===== src/rtl/audio_mixer.sv =====
// Multi-channel audio mixer: per-channel gain, mute and master gain, with
// saturation to the sample width and a buffer write of each mixed frame.
module audio_mixer #(
  parameter int NUM_CH      = 6,
  parameter int SAMPLE_BITS = 16,
  parameter int VOLUME_BITS = 8,
  parameter int BUF_LEN     = 256,
  localparam int AW         = $clog2(BUF_LEN)
) (
  input  logic                            mclk,
  input  logic                            rst,
  input  logic                            sample_tick,
  input  logic [NUM_CH*SAMPLE_BITS-1:0]   ch_sample,
  input  logic [NUM_CH*VOLUME_BITS-1:0]   ch_vol,
  input  logic [NUM_CH-1:0]               ch_mute,
  input  logic [VOLUME_BITS-1:0]          master_vol,
  input  logic [AW-1:0]                   play_index,
  input  logic                            clr_flags,
  output logic                            buf_we,
  output logic [AW-1:0]                   buf_addr,
  output logic [SAMPLE_BITS-1:0]          buf_wdata,
  output logic                            busy,
  output logic                            clip,
  output logic                            overrun
);

  localparam int CW      = (NUM_CH > 1) ? $clog2(NUM_CH) : 1;
  localparam int PROD_W  = SAMPLE_BITS + VOLUME_BITS + 1;
  localparam int ACC_W   = SAMPLE_BITS + 2*VOLUME_BITS + $clog2(NUM_CH) + 1;
  localparam int MPROD_W = ACC_W + VOLUME_BITS + 1;
  localparam int SHIFT   = 2*VOLUME_BITS;

  localparam logic signed [MPROD_W-1:0] SAT_MAX =
    MPROD_W'($signed({1'b0, {(SAMPLE_BITS-1){1'b1}}}));
  localparam logic signed [MPROD_W-1:0] SAT_MIN =
    MPROD_W'($signed({1'b1, {(SAMPLE_BITS-1){1'b0}}}));

  typedef enum logic [2:0] {IDLE, ACCUM, MASTER, SAT, WRITE} state_t;

  state_t state_q, state_d;

  logic [NUM_CH*SAMPLE_BITS-1:0] smp_q;
  logic [NUM_CH*VOLUME_BITS-1:0] vol_q;
  logic [NUM_CH-1:0]             mute_q;
  logic [VOLUME_BITS-1:0]        mvol_q;
  logic [AW-1:0]                 addr_q;
  logic [CW-1:0]                 idx_q;
  logic signed [ACC_W-1:0]       acc_q;
  logic signed [MPROD_W-1:0]     scaled_q;

  logic signed [SAMPLE_BITS-1:0] cur_sample;
  logic signed [VOLUME_BITS:0]   cur_gain;
  logic signed [PROD_W-1:0]      prod;
  logic signed [ACC_W-1:0]       term;
  logic signed [MPROD_W-1:0]     mprod;
  logic [SAMPLE_BITS-1:0]        sat_val;
  logic                          sat_hit;
  logic                          last_ch;

  assign busy    = (state_q != IDLE);
  assign buf_we  = (state_q == WRITE);
  assign last_ch = (idx_q == CW'(NUM_CH-1));

  always_ff @(posedge mclk) begin
    if (rst) state_q <= IDLE;
    else     state_q <= state_d;
  end

  always_comb begin
    state_d = state_q;
    case (state_q)
      IDLE:    if (sample_tick) state_d = ACCUM;
      ACCUM:   if (last_ch)     state_d = MASTER;
      MASTER:  state_d = SAT;
      SAT:     state_d = WRITE;
      WRITE:   state_d = IDLE;
      default: state_d = IDLE;
    endcase
  end

  // Gains are unsigned, so a zero bit is prepended before the signed multiply.
  always_comb begin
    cur_sample = $signed(smp_q[idx_q*SAMPLE_BITS +: SAMPLE_BITS]);
    cur_gain   = $signed({1'b0, vol_q[idx_q*VOLUME_BITS +: VOLUME_BITS]});
    prod       = PROD_W'(cur_sample) * PROD_W'(cur_gain);
    term       = mute_q[idx_q] ? '0 : ACC_W'(prod);
    mprod      = MPROD_W'(acc_q) * MPROD_W'($signed({1'b0, mvol_q}));
    sat_hit    = 1'b0;
    sat_val    = scaled_q[SAMPLE_BITS-1:0];
    if (scaled_q > SAT_MAX) begin
      sat_hit = 1'b1;
      sat_val = SAT_MAX[SAMPLE_BITS-1:0];
    end else if (scaled_q < SAT_MIN) begin
      sat_hit = 1'b1;
      sat_val = SAT_MIN[SAMPLE_BITS-1:0];
    end
  end

  // Outputs are loaded on the SAT->WRITE edge so they hold until the next frame's write.
  always_ff @(posedge mclk) begin
    if (rst) begin
      smp_q     <= '0;
      vol_q     <= '0;
      mute_q    <= '0;
      mvol_q    <= '0;
      addr_q    <= '0;
      idx_q     <= '0;
      acc_q     <= '0;
      scaled_q  <= '0;
      buf_addr  <= '0;
      buf_wdata <= '0;
      clip      <= 1'b0;
      overrun   <= 1'b0;
    end else begin
      case (state_q)
        IDLE: if (sample_tick) begin
          smp_q  <= ch_sample;
          vol_q  <= ch_vol;
          mute_q <= ch_mute;
          mvol_q <= master_vol;
          addr_q <= play_index - AW'(1);
          acc_q  <= '0;
          idx_q  <= '0;
        end
        ACCUM: begin
          acc_q <= acc_q + term;
          idx_q <= idx_q + CW'(1);
        end
        MASTER: scaled_q <= mprod >>> SHIFT;
        SAT: begin
          buf_wdata <= sat_val;
          buf_addr  <= addr_q;
        end
        default: ;
      endcase

      if (state_q == SAT && sat_hit) clip <= 1'b1;
      else if (clr_flags)            clip <= 1'b0;

      if (sample_tick && state_q != IDLE) overrun <= 1'b1;
      else if (clr_flags)                 overrun <= 1'b0;
    end
  end

endmodule


===== config.mk =====
export PLATFORM = sky130hd
export DESIGN_NAME = audio_mixer
export DESIGN_NICKNAME = d
export VERILOG_FILES = /design/src/rtl/audio_mixer.sv
export SDC_FILE = /design/constraint.sdc
export NUM_CORES = 2
export LEC_CHECK = 0
export CAP_MARGIN = 20
export CORE_MARGIN = 2
export CORE_UTILIZATION = 35
export CTS_CLUSTER_SIZE = 28
export DETAILED_ROUTE_END_ITERATION = 10
export PLACE_DENSITY = 0.49
export SLEW_MARGIN = 0
export SYNTH_ARGS = -nofsm -noshare
export SYNTH_HDL_FRONTEND = slang
export SYNTH_SLANG_ARGS = --single-unit

===== constraint.sdc =====
create_clock -name mclk -period 25.9 [get_ports mclk]
set_input_delay 5.18 -clock mclk [delete_from_list [all_inputs] [get_ports mclk]]
set_output_delay 5.18 -clock mclk [all_outputs]
set_load 0.02 [all_outputs]

=== Word-level counts from Yosys, hierarchy flattened ===
Index checks and enable logic that the tools add are counted.

* Output and inout port bits: 28
* Bits in registers: 263
* Logic and storage cells: 57
* Input port bits: 170

* Magnitude comparators: 3
* Muxes and demuxes: 17
* Add/subtract/negate cells: 3
* Equality and inequality tests: 7
* Reductions and logical operators: 10
* Multipliers: 2
* Shift operators: 2

{| class="wikitable"
|+ Operators with widths
! cell !! count
|-
| $shiftx 96x8->16 || 1
|-
| $mux 36 || 2
|-
| $pmux 36 s2 || 1
|-
| $shiftx 48x7->8 || 1
|-
| $mul 36x9->45 || 1
|-
| $add 36x36->36 || 1
|-
| $mux 16 || 2
|-
| $gt 29x16->1 const B || 1
|-
| $lt 29x16->1 const B || 1
|-
| $mul 16x9->25 || 1
|-
| $pmux 3 s4 || 1
|-
| $mux 3 || 3
|-
| $sub 8x1->8 const B || 1
|-
| $eq 3x2->1 const B || 2
|-
| $eq 3x3->1 const B || 2
|-
| $mux 1 || 6
|-
| $pmux 3 s2 || 1
|-
| $reduce_and 2->1 || 3
|-
| $reduce_bool 2->1 || 3
|-
| $lt 3x4->1 const B || 1
|-
| $ne 2x2->1 const B || 2
|-
| $add 3x1->3 const B || 1
|-
| $bmux 1 s3 || 1
|-
| $eq 3x1->1 const B || 1
|-
| other kinds (3) || 4
|}

=== Depth between registers and ports, before layout ===
* Word-level depth: 5
* Mapped depth: 38
* Mapped depth without buffers: 35

=== Worst setup path after synthesis ===
Ideal clock, no wire load.

* Path type: register to register
* From: reg idx_q[0]
* To: reg acc_q[30]
* Path buffers: 4
* Arrival: 8.590 ns
* Cell stages (with the launch flop): 38
* Path slack: 17.189 ns
* Data required time: 25.779 ns
* Cell sequence: dfxtp_1 > buf_2 > buf_1 > buf_2 > mux2i_1 > nor2_1 > a21oi_1 > clkbuf_1 > nor2_1 > fa_1 > inv_1 > fa_1 > inv_1 > fa_1 > inv_1 > fa_1 > inv_1 > ha_1 > [2 not listed] > o41ai_1 > o21ai_0 > a21o_1 > a21o_1 > a21oi_1 > xor2_1 > nor2_1 > ha_1 > a21oi_2 > o21ai_0 > a211o_1 > a211oi_2 > o21ai_1 > a221oi_2 > and3_1 > a21oi_1 > a21o_1 > mux2_2

* Cells in the longest elaborated chain, start to end: 5

{| class="wikitable"
|+ Ends and longest elaborated chain
! element !! RTL line !! RTL
|-
| from (decl) || 47 || <nowiki>logic [CW-1:0] idx_q;</nowiki>
|-
| from (signal assigned) || 127 || <nowiki>idx_q <= idx_q + CW'(1);</nowiki>
|-
| $shiftx 96x8->16 (tied with other cells) || 83 || <nowiki>cur_sample = $signed(smp_q[idx_q*SAMPLE_BITS +: SAMPLE_BITS]);</nowiki>
|-
| $mul 16x9->25 / $mux 1 (equally long branches) || 85, 86 ||
|-
| $mux 36 * || 86 || <nowiki>term = mute_q[idx_q] ? '0 : ACC_W'(prod);</nowiki>
|-
| $add 36x36->36 * || 126 || <nowiki>acc_q <= acc_q + term;</nowiki>
|-
| $pmux 36 s2 * || 115 || <nowiki>case (state_q)</nowiki>
|-
| to (signal assigned) || 126 ||
|-
| to (decl) || 48 || <nowiki>logic signed [ACC_W-1:0] acc_q;</nowiki>
|}

Every way passes the cells marked *; elsewhere a longest branch is shown, timed or not. The select of a mux whose other input is x is not followed.
A chain may end at the register's enable or synchronous reset.

=== Worst setup path in the final report ===
Ends and elaborated chain as after synthesis.

==> metrics.txt <==
Req. time, crit path=about 26 ns; asr flop ratio synth=0; Synth area leaders=fa_1 25%, dfxtp_1 20%, nand2_1 8.4%; Post-DP HPWL=~56 mm; global-route wire length before repair=between 100 and 150 mm; CTS clk-pin slew, worst paths=about 0.07 ns; cts repair resizes=0; switch share=0.308; Ys Warns=0; DRT Pass-1 Iters=5; Skew-Pair Late Insertion Delay=approximately 0.57 ns; data arrival time of the worst path=between 9 and 10 ns; core box area=around 74000 µm²; Leakage=13.7 nW; Post-Place Cell Area=approximately 29000 µm²; Clock Tree Root=clkbuf_16; Worst VDD drop=~0.045 mV; Longest Clk Path Bufs=3; total of max-cap violations=0; Yosys top cell area share=0.248; maximum number of pins on one net before global-route repair=approximately 110; clock power share=0.370; CTS H-tree depth=1; Seq. cell area=5270 µm²; Flop pwr share=0.409; CP Class=flop to flop; DRT antenna net count=0; chip width=roughly 280 µm; max-slew violations=0; residual DRC count=0; Synth Cell Area=approximately 26000 µm²; average wire per standard cell=about 17 µm; cts bufs inserted=29; initial antenna violation count=0; # diodes=0; top_reg_cell synth=dfxtp_1; Crit path largest cell delay=0.73 ns; EDFF count, synth=0; syn avg cell area=slightly above 8 µm²; syn nets=between 3000 and 4000; Layout fillers=7647; GRT Total Usage=0.183; worst min path class=flop to flop; Sw Pwr=~0.33 mW; Net count, final=~4000; Post-CTS Setup Inserts=0; CTS Sinks=about 260; GR Overflow Total=0; final instance area=about 30000 µm²; Worst Setup End Kind=flop; Iter 0 DRT Violations=around 1200; cells after synthesis=~3200; unrepaired setup endpoints after global routing=false; I/O pin total=slightly below 200; Distinct cells, synth=79; #FFs+latches synth=263; slew margin rel.=0.295; endpoints failing hold=0; Die ar.=between 70000 and 80000 µm²; Crit-path slowest cell=buf_4; sequential area share after synthesis=0.201; vias in the first global route=~21000; CTS tree=built; leading area contributor after synthesis=fa_1; share of post-route cells with drive strength above 1=0.0433; Synth-to-Final Area Change=14.5%; routed wire length=a little over 70 mm; CP delay by family, top=compound AO/OA/AOI/OAI gates; Setup TNS Final=0 ns; Tcrit/Tclk final=0.367; starting density of the core=0.352; Final WS setup=around 16 ns; status=completed; PwrDens=roughly 36 nW/µm²; Tmin final=9.52 ns; via count=~21000; GPL Wtd Cong=0.871; pre-CTS setup slack=16.41 ns; Tightest Pin Transition=approximately 1.0 ns; Max Fanout on Critical Path=52; area of the multi-input gates=approximately 19000 µm²; Die Height=277 µm; Final setup viols=0; Port-buffer cells=around 200; fmax=105 MHz; final setup skew=0.00980 ns; crit path launch type=flop; crit path buf inv count=5; Via-to-Cell Ratio=roughly 5.0; Rows=100; Cell Int Power=about 0.75 mW; combinational share of power=0.221; Hold-fix buffers, CTS=0
sequential cells by signal, indices dropped and copies added (netlist names):
name	cells
smp_q	96
vol_q	48
acc_q	36
scaled_q	29
buf_wdata	16
addr_q	8
buf_addr	8
mvol_q	8
mute_q	6
idx_q	3
state_q	3
clip	1
overrun	1
cell families (layout without fill, tap and decap cells):
| group | after synthesis | in the layout | synth area share |
|---|---|---|---|
| AOI/OAI and AO/OA | 525 | 525 | 0.121 |
| xor gates and xnor gates | 71 | 71 | 0.0238 |
| and+or+nand+nor | 1154 | 1154 | 0.202 |
| buffers and inverters | 625 | 743 | 0.0907 |
| DFF | 263 | 263 | 0.201 |
| muxes | 57 | 57 | 0.0339 |
| adders and majority gates | 489 | 489 | 0.327 |
cell usage after synthesis (all sizes together), types with 11 or more instances:
master / number
nand4: 16
nand2b: 31
inv: 459
a21o: 24
o211ai: 23
mux4: 25
nor3: 36
o21ai: 59
clkbuf: 145
a211oi: 16
o21a: 16
fa: 324
mux2i: 30
a31oi: 17
a21oi: 305
dfxtp: 263
nor2b: 22
or3: 11
ha: 165
and2: 189
nor2: 183
nand2: 582
xor2: 33
buf: 21
xnor2: 38
nand3: 36
stage by stage:
stage | instances | hold WS, ns | utilization | power (mW)
after global placement | 4219 | 0.439 | 0.391 | 0.691
after CTS | 4270 | 0.454 | 0.403 | 1.10
after floorplan | 3184 | 0.432 | - | 0.607
after detailed placement | 4220 | 0.445 | 0.391 | 0.694
final | 4271 | 0.453 | 0.403 | 1.09
after global routing | 4271 | 0.469 | 0.403 | 1.15
final timing paths:
kind,startpoint,endpoint,slack [ns],depth (start not counted)
hold reg to reg,smp_q[50],smp_q[50],0.45,2
setup / recovery,idx_q[0],acc_q[30],16.38,33
setup reg to reg,idx_q[0],acc_q[30],16.38,33
hold / removal,smp_q[50],smp_q[50],0.45,2
area by class of cell:
class                           count  share of cell area
Inverter                          459              0.0576
Tap cell                          969              0.0405
Clock inverter                      7             0.00134
Sequential cell                   263               0.176
Multi-Input combinational cell   2296               0.619
Clock buffer                       43              0.0291
Timing Repair Buffer              234              0.0760
power by group through the flow:
stage | sequential (mW) | clock (mW) | combinational [mW]
final | 0.444 | 0.402 | 0.240
after detailed placement | 0.453 | 0 | 0.241
after CTS | 0.444 | 0.413 | 0.242
after global routing | 0.447 | 0.429 | 0.270
after global placement | 0.453 | 0 | 0.238
after floorplan | 0.442 | 0 | 0.165
worst reg2reg max path, delay by kind of cell (launching register included):
family | cells | cell delay [ns]
AO/OA/AOI/OAI | 16 | 3.75
adder cells (fa/ha/maj) | 6 | 2.67
multiplexers | 2 | 0.96
buffers and inverters | 5 | 0.93
AND/OR/NAND/NOR | 3 | 0.52
flip-flops | 1 | 0.35
XOR/XNOR | 1 | 0.19
layer usage:
metal  track usage  part of all wire  up-vias
li1              -                 -    10300
met1         0.273              0.49    10500
met2         0.287              0.45      448
met3        0.0216             0.046       38
met4        0.0261             0.010        0
met5             0                 0        -
cells in the final DEF (no fill, tap or decap), drive strengths merged, types with 7 or more instances in the layout:
cell             n
nand2          582
nand4           16
nor2b           22
nand3           36
nand3b           8
clkbuf          44
buf             37
xor2            33
or3             11
a211oi          16
and2           189
o21ai           59
mux2i           30
a211o            7
a31oi           17
xnor2           38
dfxtp          263
o21a            16
a21o            24
nand2b          31
fa             324
a21oi          305
and3             8
inv            459
ha             165
mux4            25
clkdlybuf4s50  196
nor3            36
nor2           183
o211ai          23
or2              9
Note: power is estimated with default switching activity, not from simulation.
